$ cat config.mk
export PLATFORM = sky130hd
export DESIGN_NAME = simd_add_arbiter
export DESIGN_NICKNAME = d
export VERILOG_FILES = /design/src/rtl/simd_add_arbiter.sv
export SDC_FILE = /design/constraint.sdc
export NUM_CORES = 1
export LEC_CHECK = 0
export CAP_MARGIN = 20
export CORE_AREA = 4 4 213 215
export DETAILED_ROUTE_END_ITERATION = 8
export DIE_AREA = 0 0 217 219
export HOLD_SLACK_MARGIN = 0.12
export PLACE_DENSITY = 0.61
export SLEW_MARGIN = 20
export SYNTH_ARGS = -nofsm -noshare
export SYNTH_HDL_FRONTEND = slang
export SYNTH_SLANG_ARGS = --single-unit
$ cat constraint.sdc
create_clock -name clk -period 1.5 [get_ports clk]
set_input_delay 0.15 -clock clk [delete_from_list [all_inputs] [get_ports clk]]
set_output_delay 0.15 -clock clk [all_outputs]
set_load 0.1 [all_outputs]
$ cat src/rtl/simd_add_arbiter.sv
// ---------------------------------------------------------------------------
// simd_add_arbiter
//
// Shares one combinational 64-bit SIMD nibble adder between NUM_REQ
// requesters. A combinational arbiter picks one valid requester per cycle.
// The accepted operands go into a registered issue stage (S1) that drives
// the adder. The adder result is captured into a registered response stage
// (S2) and returned tagged with the originating requester index.
//
// Optional build macro:
//   SIMD_ARB_FIXED_PRIO_EN  defined   -> fixed priority, lowest index wins
//                           undefined -> round-robin starting at rr_ptr
//
// Handshakes: a transfer happens on a rising edge where valid and ready are
// both high. Ready never depends on a same-cycle transfer elsewhere except
// through the pipeline-advance term below. A requester holds valid and
// payload stable until it sees its ready bit high.
//
// Ports:
//   clk, rst_n   clock (rising edge), asynchronous active-low reset
//   req_valid    per-requester request valid           [NUM_REQ]
//   req_ready    per-requester accept, one-hot or zero [NUM_REQ]
//   req_a/req_b  packed operands, requester i at [64i+63:64i]
//   req_conf     packed adder conf, requester i at [4i+3:4i]
//   add_a/add_b  registered operands to the shared adder
//   add_conf     registered conf to the shared adder (bit 3 en, bit 2 sub)
//   add_cout     adder result, combinational in add_a/add_b/add_conf
//   rsp_valid    response valid
//   rsp_ready    response consumer ready
//   rsp_data     captured adder result
//   rsp_id       index of the originating requester
//   op_count     saturating count of completed responses
// ---------------------------------------------------------------------------
module simd_add_arbiter #(
    parameter int NUM_REQ = 2,
    parameter int ID_W    = 1,
    parameter int CNT_W   = 16
) (
    input  logic                  clk,
    input  logic                  rst_n,
    input  logic [NUM_REQ-1:0]    req_valid,
    output logic [NUM_REQ-1:0]    req_ready,
    input  logic [64*NUM_REQ-1:0] req_a,
    input  logic [64*NUM_REQ-1:0] req_b,
    input  logic [4*NUM_REQ-1:0]  req_conf,
    output logic [63:0]           add_a,
    output logic [63:0]           add_b,
    output logic [3:0]            add_conf,
    input  logic [63:0]           add_cout,
    output logic                  rsp_valid,
    input  logic                  rsp_ready,
    output logic [63:0]           rsp_data,
    output logic [ID_W-1:0]       rsp_id,
    output logic [CNT_W-1:0]      op_count
);

    logic            s1_v;
    logic [ID_W-1:0] s1_id;
    logic [ID_W-1:0] rr_ptr;
    logic            adv;
    logic            accept_ok;
    logic            accept;
    logic            win_found;
    logic [ID_W-1:0] win;
    logic [ID_W:0]   cand_sum;
    logic [ID_W-1:0] cand;

    // S2 can take a new entry when it is empty or being drained this cycle;
    // S1 can take a new entry when it is empty or moving into S2.
    assign adv       = !rsp_valid || rsp_ready;
    assign accept_ok = !s1_v || adv;
    assign accept    = win_found && accept_ok;

    // Search starting at rr_ptr, wrapping modulo NUM_REQ. With rr_ptr held
    // at zero this degenerates to lowest-index-wins fixed priority.
    always_comb begin
        win       = '0;
        win_found = 1'b0;
        cand_sum  = '0;
        cand      = '0;
        for (int i = 0; i < NUM_REQ; i++) begin
            cand_sum = {1'b0, rr_ptr} + (ID_W+1)'(i);
            cand     = (cand_sum >= (ID_W+1)'(NUM_REQ))
                       ? ID_W'(cand_sum - (ID_W+1)'(NUM_REQ))
                       : cand_sum[ID_W-1:0];
            if (!win_found && req_valid[cand]) begin
                win_found = 1'b1;
                win       = cand;
            end
        end
    end

    always_comb begin
        req_ready = '0;
        if (accept) begin
            req_ready[win] = 1'b1;
        end
    end

`ifdef SIMD_ARB_FIXED_PRIO_EN
    assign rr_ptr = '0;
`else
    always_ff @(posedge clk or negedge rst_n) begin
        if (!rst_n) begin
            rr_ptr <= '0;
        end else if (accept) begin
            rr_ptr <= (win == ID_W'(NUM_REQ - 1)) ? '0 : win + ID_W'(1);
        end
    end
`endif

    // Issue stage. Operands clear when the stage empties without a refill so
    // the idle adder sees conf[3]=0 and passes zero.
    always_ff @(posedge clk or negedge rst_n) begin
        if (!rst_n) begin
            s1_v     <= 1'b0;
            s1_id    <= '0;
            add_a    <= '0;
            add_b    <= '0;
            add_conf <= '0;
        end else if (accept) begin
            s1_v     <= 1'b1;
            s1_id    <= win;
            add_a    <= req_a[{win, 6'b0} +: 64];
            add_b    <= req_b[{win, 6'b0} +: 64];
            add_conf <= req_conf[{win, 2'b0} +: 4];
        end else if (s1_v && adv) begin
            s1_v     <= 1'b0;
            add_a    <= '0;
            add_b    <= '0;
            add_conf <= '0;
        end
    end

    // Response stage; rsp_valid doubles as the S2 occupancy flag.
    always_ff @(posedge clk or negedge rst_n) begin
        if (!rst_n) begin
            rsp_valid <= 1'b0;
            rsp_data  <= '0;
            rsp_id    <= '0;
        end else if (adv) begin
            if (s1_v) begin
                rsp_valid <= 1'b1;
                rsp_data  <= add_cout;
                rsp_id    <= s1_id;
            end else begin
                rsp_valid <= 1'b0;
            end
        end
    end

    always_ff @(posedge clk or negedge rst_n) begin
        if (!rst_n) begin
            op_count <= '0;
        end else if (rsp_valid && rsp_ready && (op_count != '1)) begin
            op_count <= op_count + CNT_W'(1);
        end
    end

endmodule

# Yosys cells after proc, flatten, opt, wreduce, memory -nomap -nowiden
# Cells that the tools add are included.
dict set report word_totals {
  memories 0
  reg_bits 217
  romBits 0
  mem_bits_rw 0
  latch_bits 0
  inputBits 333
  elab_cells 60
  out_inout_bits 216
}
dict set report op_classes {
  bitwise 0
  reduce_logical 13
  shift 3
  n_div 0
  order_cmp 6
  mux 22
  mul 0
  eq_ne 1
  n_addsub 5
}
# operator count
set ops {}
lappend ops {{indexed part select 128 x 8 -> 64 bit} 2}
lappend ops {{two-way mux 64 bit} 3}
lappend ops {{adder 16 x 1 -> 16 bit, second input constant} 1}
lappend ops {{inequality test 16 bit, second input constant} 1}
lappend ops {{two-way mux 1 bit} 15}
lappend ops {{two-way mux 4 bit} 2}
lappend ops {{indexed part select 8 x 4 -> 4 bit} 1}
lappend ops {{logical AND 1 bit} 6}
lappend ops {{less-than comparator 1 x 2 -> 1 bit, second input constant} 3}
lappend ops {{zero test 1 bit} 3}
lappend ops {{adder 1 x 1 -> 2 bit, second input constant} 1}
lappend ops {{greater-or-equal comparator 1 x 2 -> 1 bit, second input constant} 1}
lappend ops {{greater-or-equal comparator 2 bit, second input constant} 1}
lappend ops {{logical OR 1 bit} 2}
lappend ops {{two-way mux 2 bit} 1}
lappend ops {{AND reduction 2 bit} 1}
lappend ops {{nonzero test 2 bit} 1}
lappend ops {{subtractor 1 bit, second input constant} 2}
lappend ops {{adder 1 bit, second input constant} 1}
lappend ops {{demux 1 bit (select 1 bit)} 1}
lappend ops {{greater-or-equal comparator 1 bit, second input constant} 1}

# Logic depth before layout (Yosys ltp)
dict set report logic_depth {
  ltp_word 13
  ltp_mapped 7
  depth_no_buf 5
}

# Worst setup path after synthesis
# Ideal clock, no wire load.
dict set report synth_timing {
  kind {reg-to-reg}
  startpoint {reg rsp_valid}
  endpoint {reg add_a[0]}
  path_stages_with_launch 7
  path_buffers 2
  t_arrival_ns 2.701
  slack_ns -1.281
  period_less_slack_ns 2.781
  t_required_ns 1.420
  setup_time_ns 0.080
  path_cell_list {dfrtp_1 > nand3b_1 > o211a_1 > buf_2 > clkbuf_1 > a22oi_1 > a21oi_1}
}
dict set report synth_via {
  elab_chain_len 5
  elab_cells_between_ends 7
  classes_between {mux: 1; reduce/logical: 6}
}
# item line_no
set synth_rtl {}
lappend synth_rtl {{from (decl)} 50} ;# output logic rsp_valid,
lappend synth_rtl {{from (signal assigned)} 138} ;# rsp_valid <= 1'b0;
lappend synth_rtl {{from (signal assigned)} 143} ;# rsp_valid <= 1'b1;
lappend synth_rtl {{from (signal assigned)} 147} ;# rsp_valid <= 1'b0;
lappend synth_rtl {{zero test 1 bit *} 70} ;# assign adv = !rsp_valid || rsp_ready;
lappend synth_rtl {{logical OR 1 bit *} 70}
lappend synth_rtl {{logical OR 1 bit} 71} ;# assign accept_ok = !s1_v || adv;
lappend synth_rtl {{logical AND 1 bit} 72} ;# assign accept = win_found && accept_ok;
lappend synth_rtl {{two-way mux 64 bit / nonzero test 2 bit (equally long branches)} --}
lappend synth_rtl {{to (signal assigned)} 124} ;# add_a <= req_a[{win, 6'b0} +: 64];
lappend synth_rtl {{to (decl)} 46} ;# output logic [63:0] add_a,
# Every way passes the cells marked *; elsewhere a longest branch is shown, timed or not.
# A chain may end at the register's enable or synchronous reset.

# Worst setup path after layout
dict set report layout_timing {
  startpoint {reg rsp_valid}
  endpoint {out req_ready[1]}
}
dict set report layout_via {
  elab_chain_len 5
}
# item line_no
set layout_rtl {}
lappend layout_rtl {{zero test 1 bit} 70}
lappend layout_rtl {{logical OR 1 bit} 70}
lappend layout_rtl {{logical OR 1 bit} 71}
lappend layout_rtl {{logical AND 1 bit} 72}
lappend layout_rtl {{two-way mux 2 bit} 95} ;# if (accept) begin
lappend layout_rtl {{to (decl)} 42} ;# output logic [NUM_REQ-1:0] req_ready,
# Every way passes these cells.

==> flow_metrics.py <==
metrics = {
    "final_layout": {
        "syn2layout_area_growth_pct": 146,
        "drive_gt1_share_pct": 48.7,
        "finalNetCount": 1862,
        "final_area_um2": 22400,
    },
    "timing": {
        "setup_slack_ns": -0.532,
        "fin_crit_sh_pct": 135,
        "maxSlewViolCount": 0,
        "finalSetupViolations": 221,
        "worst-slew-pin-transition_ns": 0.391,
        "grt_setup_unrepaired": "true",
        "clock-skew-final_ns": 0.00942,
        "setup_tns_ns": -70.36,
        "fmax_mhz": 492,
        "max_slew_margin_pct": 74.0,
        "hold_viol": 0,
        "post-route-min-period_ns": 2.03,
    },
    "power": {
        "p_leak_nw": 9.35,
        "p_per_area_nw_per_um2": 1390,
        "vdd_drop_max_mv": 0.860,
    },
    "floorplanning": {
        "die_w_um": 217,
        "core_um2": 43700,
        "io_pins": 549,
        "start_util_pct": 20.8,
        "dieArea_um2": 47500,
        "rows": 77,
        "fp.dieH_um": 219,
    },
    "setup_path": {
        "critPathCaptureType": "output pin",
        "startpoint_type": "flip-flop",
        "crit_required_ns": 1.35,
        "critical_path_arrival_ns": 1.88,
        "crit_path_max_fanout": 2,
        "crit_type": "flip-flop to output pin",
    },
    "place": {
        "placed_area_um2": 19000,
        "pre_cts_slack_ns": -0.390,
        "routabilityCongestion": 0.838,
        "hpwl_mm": 31.5,
        "numPortBuffers": 548,
    },
    "synthesis": {
        "yosys.area_share.simple_pct": 8.01,
        "synth_compound_area_share_pct": 19.3,
        "synth_edf_count": 0,
        "synth-xor-area-share_pct": 0.867,
        "synth_top_family_by_area": "compound AO/OA/AOI/OAI gates",
        "synthMuxAreaShare_pct": 8.53,
        "yosysMostFrequentCell": "dfrtp_1",
        "seq_area_frac_synth_pct": 59.7,
        "synth_nets": 1145,
        "synthFlopType": "dfrtp_1",
        "avgSynthCellArea_um2": 11.2,
        "synthTopCellsByArea": "dfrtp_1, a22oi_1, mux2_2",
        "synthCells": 811,
        "synthArstFlopShare_pct": 100,
        "synth_cell_types": 38,
        "ys_ff_latch": 217,
        "yosys_warnings": 0,
        "synth.top_cell.area_share_pct": 59.7,
        "synth_largest_area_cell": "dfrtp_1",
        "syn-cell-area_um2": 9100,
        "synth_fa_ha_area_share_pct": 0.138,
        "synthTopCellsByCount": "dfrtp_1, nor2_1, a21oi_1",
    },
    "drt": {
        "wire_per_inst_um": 22.0,
        "num_vias": 9796,
        "dr.pass1.iters": 4,
        "routed_wl_mm": 47.2,
        "routed_via_density": 4.57,
        "drc": 0,
        "drtAntennaViolNets": 0,
        "drt_iter0_drc": 493,
    },
    "clock_tree": {
        "htree_num_levels": 1,
        "clock_path_buffers": 3,
        "clkTransAtPathRegs_ns": 0.06,
        "cts_root_buf": "clkbuf_16",
        "cts-buffers-inserted": 27,
        "cts_tree": "yes",
        "clk_latency_ns": 0.57,
        "clock-sinks": 217,
    },
    "global_routing": {
        "antenna_found_initial": 1,
        "track_usage_pct": 18.1,
        "grt_max_degree": 49,
        "grt_pass1_wl_mm": 66.2,
        "grt-ovfl-total": 0,
        "grt_pass1_vias": 10500,
    },
    "flow_run": {
        "drv_cap": 0,
    },
    "status": {
        "failed_checks": "negative setup slack",
        "outcome": "finished with violations",
    },
    "hold_path": {
        "hp-class": "input port to flip-flop",
    },
}
## critical path: stages (launching register included)
cell      delay, ns
dfrtp_4        0.48
buf_6          0.12
nand3b_1       0.13
o211a_4        0.21
buf_12         0.11
buf_6          0.09
buf_12         0.16
## final timing paths
kind | startpoint | to | slack [ns] | cells past startpoint
max reg2reg | rsp_valid | add_b[44] | -0.52 | 11
min | add_cout[52] | rsp_data[52] | 0.20 | 2
min in group asynchronous | rst_n | add_b[11] | 0.64 | 3
min reg2reg | s1_id | s1_id | 0.49 | 1
max in group asynchronous | rst_n | rsp_data[28] | 0.12 | 4
max | rsp_valid | req_ready[1] | -0.53 | 6
## where the power goes
part           total [mW]  internal, mW  leakage (nW)  switching, mW
clock network        7.29          4.48         0.483           2.81
logic                15.8          6.40          6.28           9.42
registers            7.91          6.81          2.59           1.09
## state kept, by name, indices dropped and copies added, names as in the netlist
name and count:
add_a 64, add_b 64, add_conf 4, op_count 16
rr_ptr 1, rsp_data 64, rsp_id 1, rsp_valid 1
s1_id 1, s1_v 1
## final cells by class
class	count	area, um^2
fillers	3649	21400
repair buffers	752	10500
flip-flops and latches	217	5490
multi-input cells	527	4670
clock buffers	35	766
well taps	592	741
clock inverters	15	226
inverters	3	11.3
diodes	1	2.50
## what timing repair did
item / 4_1_cts / 5_1_grt
hold buffers: 2 / 0
endpoints found under the hold margin: 217 / 0
cloned: 16 / 13
gates resized for setup: 189 / 99
buffers inserted: 50 / 26
setup endpoints to repair: 220 / 234
pin swaps: 124 / 44
## logic make-up after synthesis
kind of cell / after synthesis
flops: 217
fa+ha+maj: 1
simple gates: 169
mux: 69
compound gates: 278
xor+xnor: 9
buf+inv: 68
## through the flow
step	std cells	util (%)	total power [mW]	hold WS (ns)
detailed placement	1997	43.3	22.5	0.0813
finish	2142	51.1	31.0	0.197
CTS	2114	49.5	30.8	0.162
floorplan	811	-	15.8	-0.146
global placement	1997	43.3	22.3	0.0802
global route	2142	51.1	32.0	0.174
## layer usage
metal  GRT usage, %  share of wire, %  vias to the layer above
met5              0                 0                        -
met4           5.45               3.9                        0
met3           6.15               8.7                       78
met2           32.6                51                      447
met1           20.3                36                     4877
li1               -                 -                     4394
## placed cells by master, fill, tap and decap left out, types with 23 or more instances in the layout
cell type and n:
buf_6 60, a21oi_1 89, clkdlybuf4s50_1 331, dfrtp_1 200, a22oi_2 130, buf_8 23
mux2_4 52, nor2_1 133, clkbuf_16 36, buf_4 64, a21oi_2 44, buf_12 246
(Power assumes the default switching activity.)
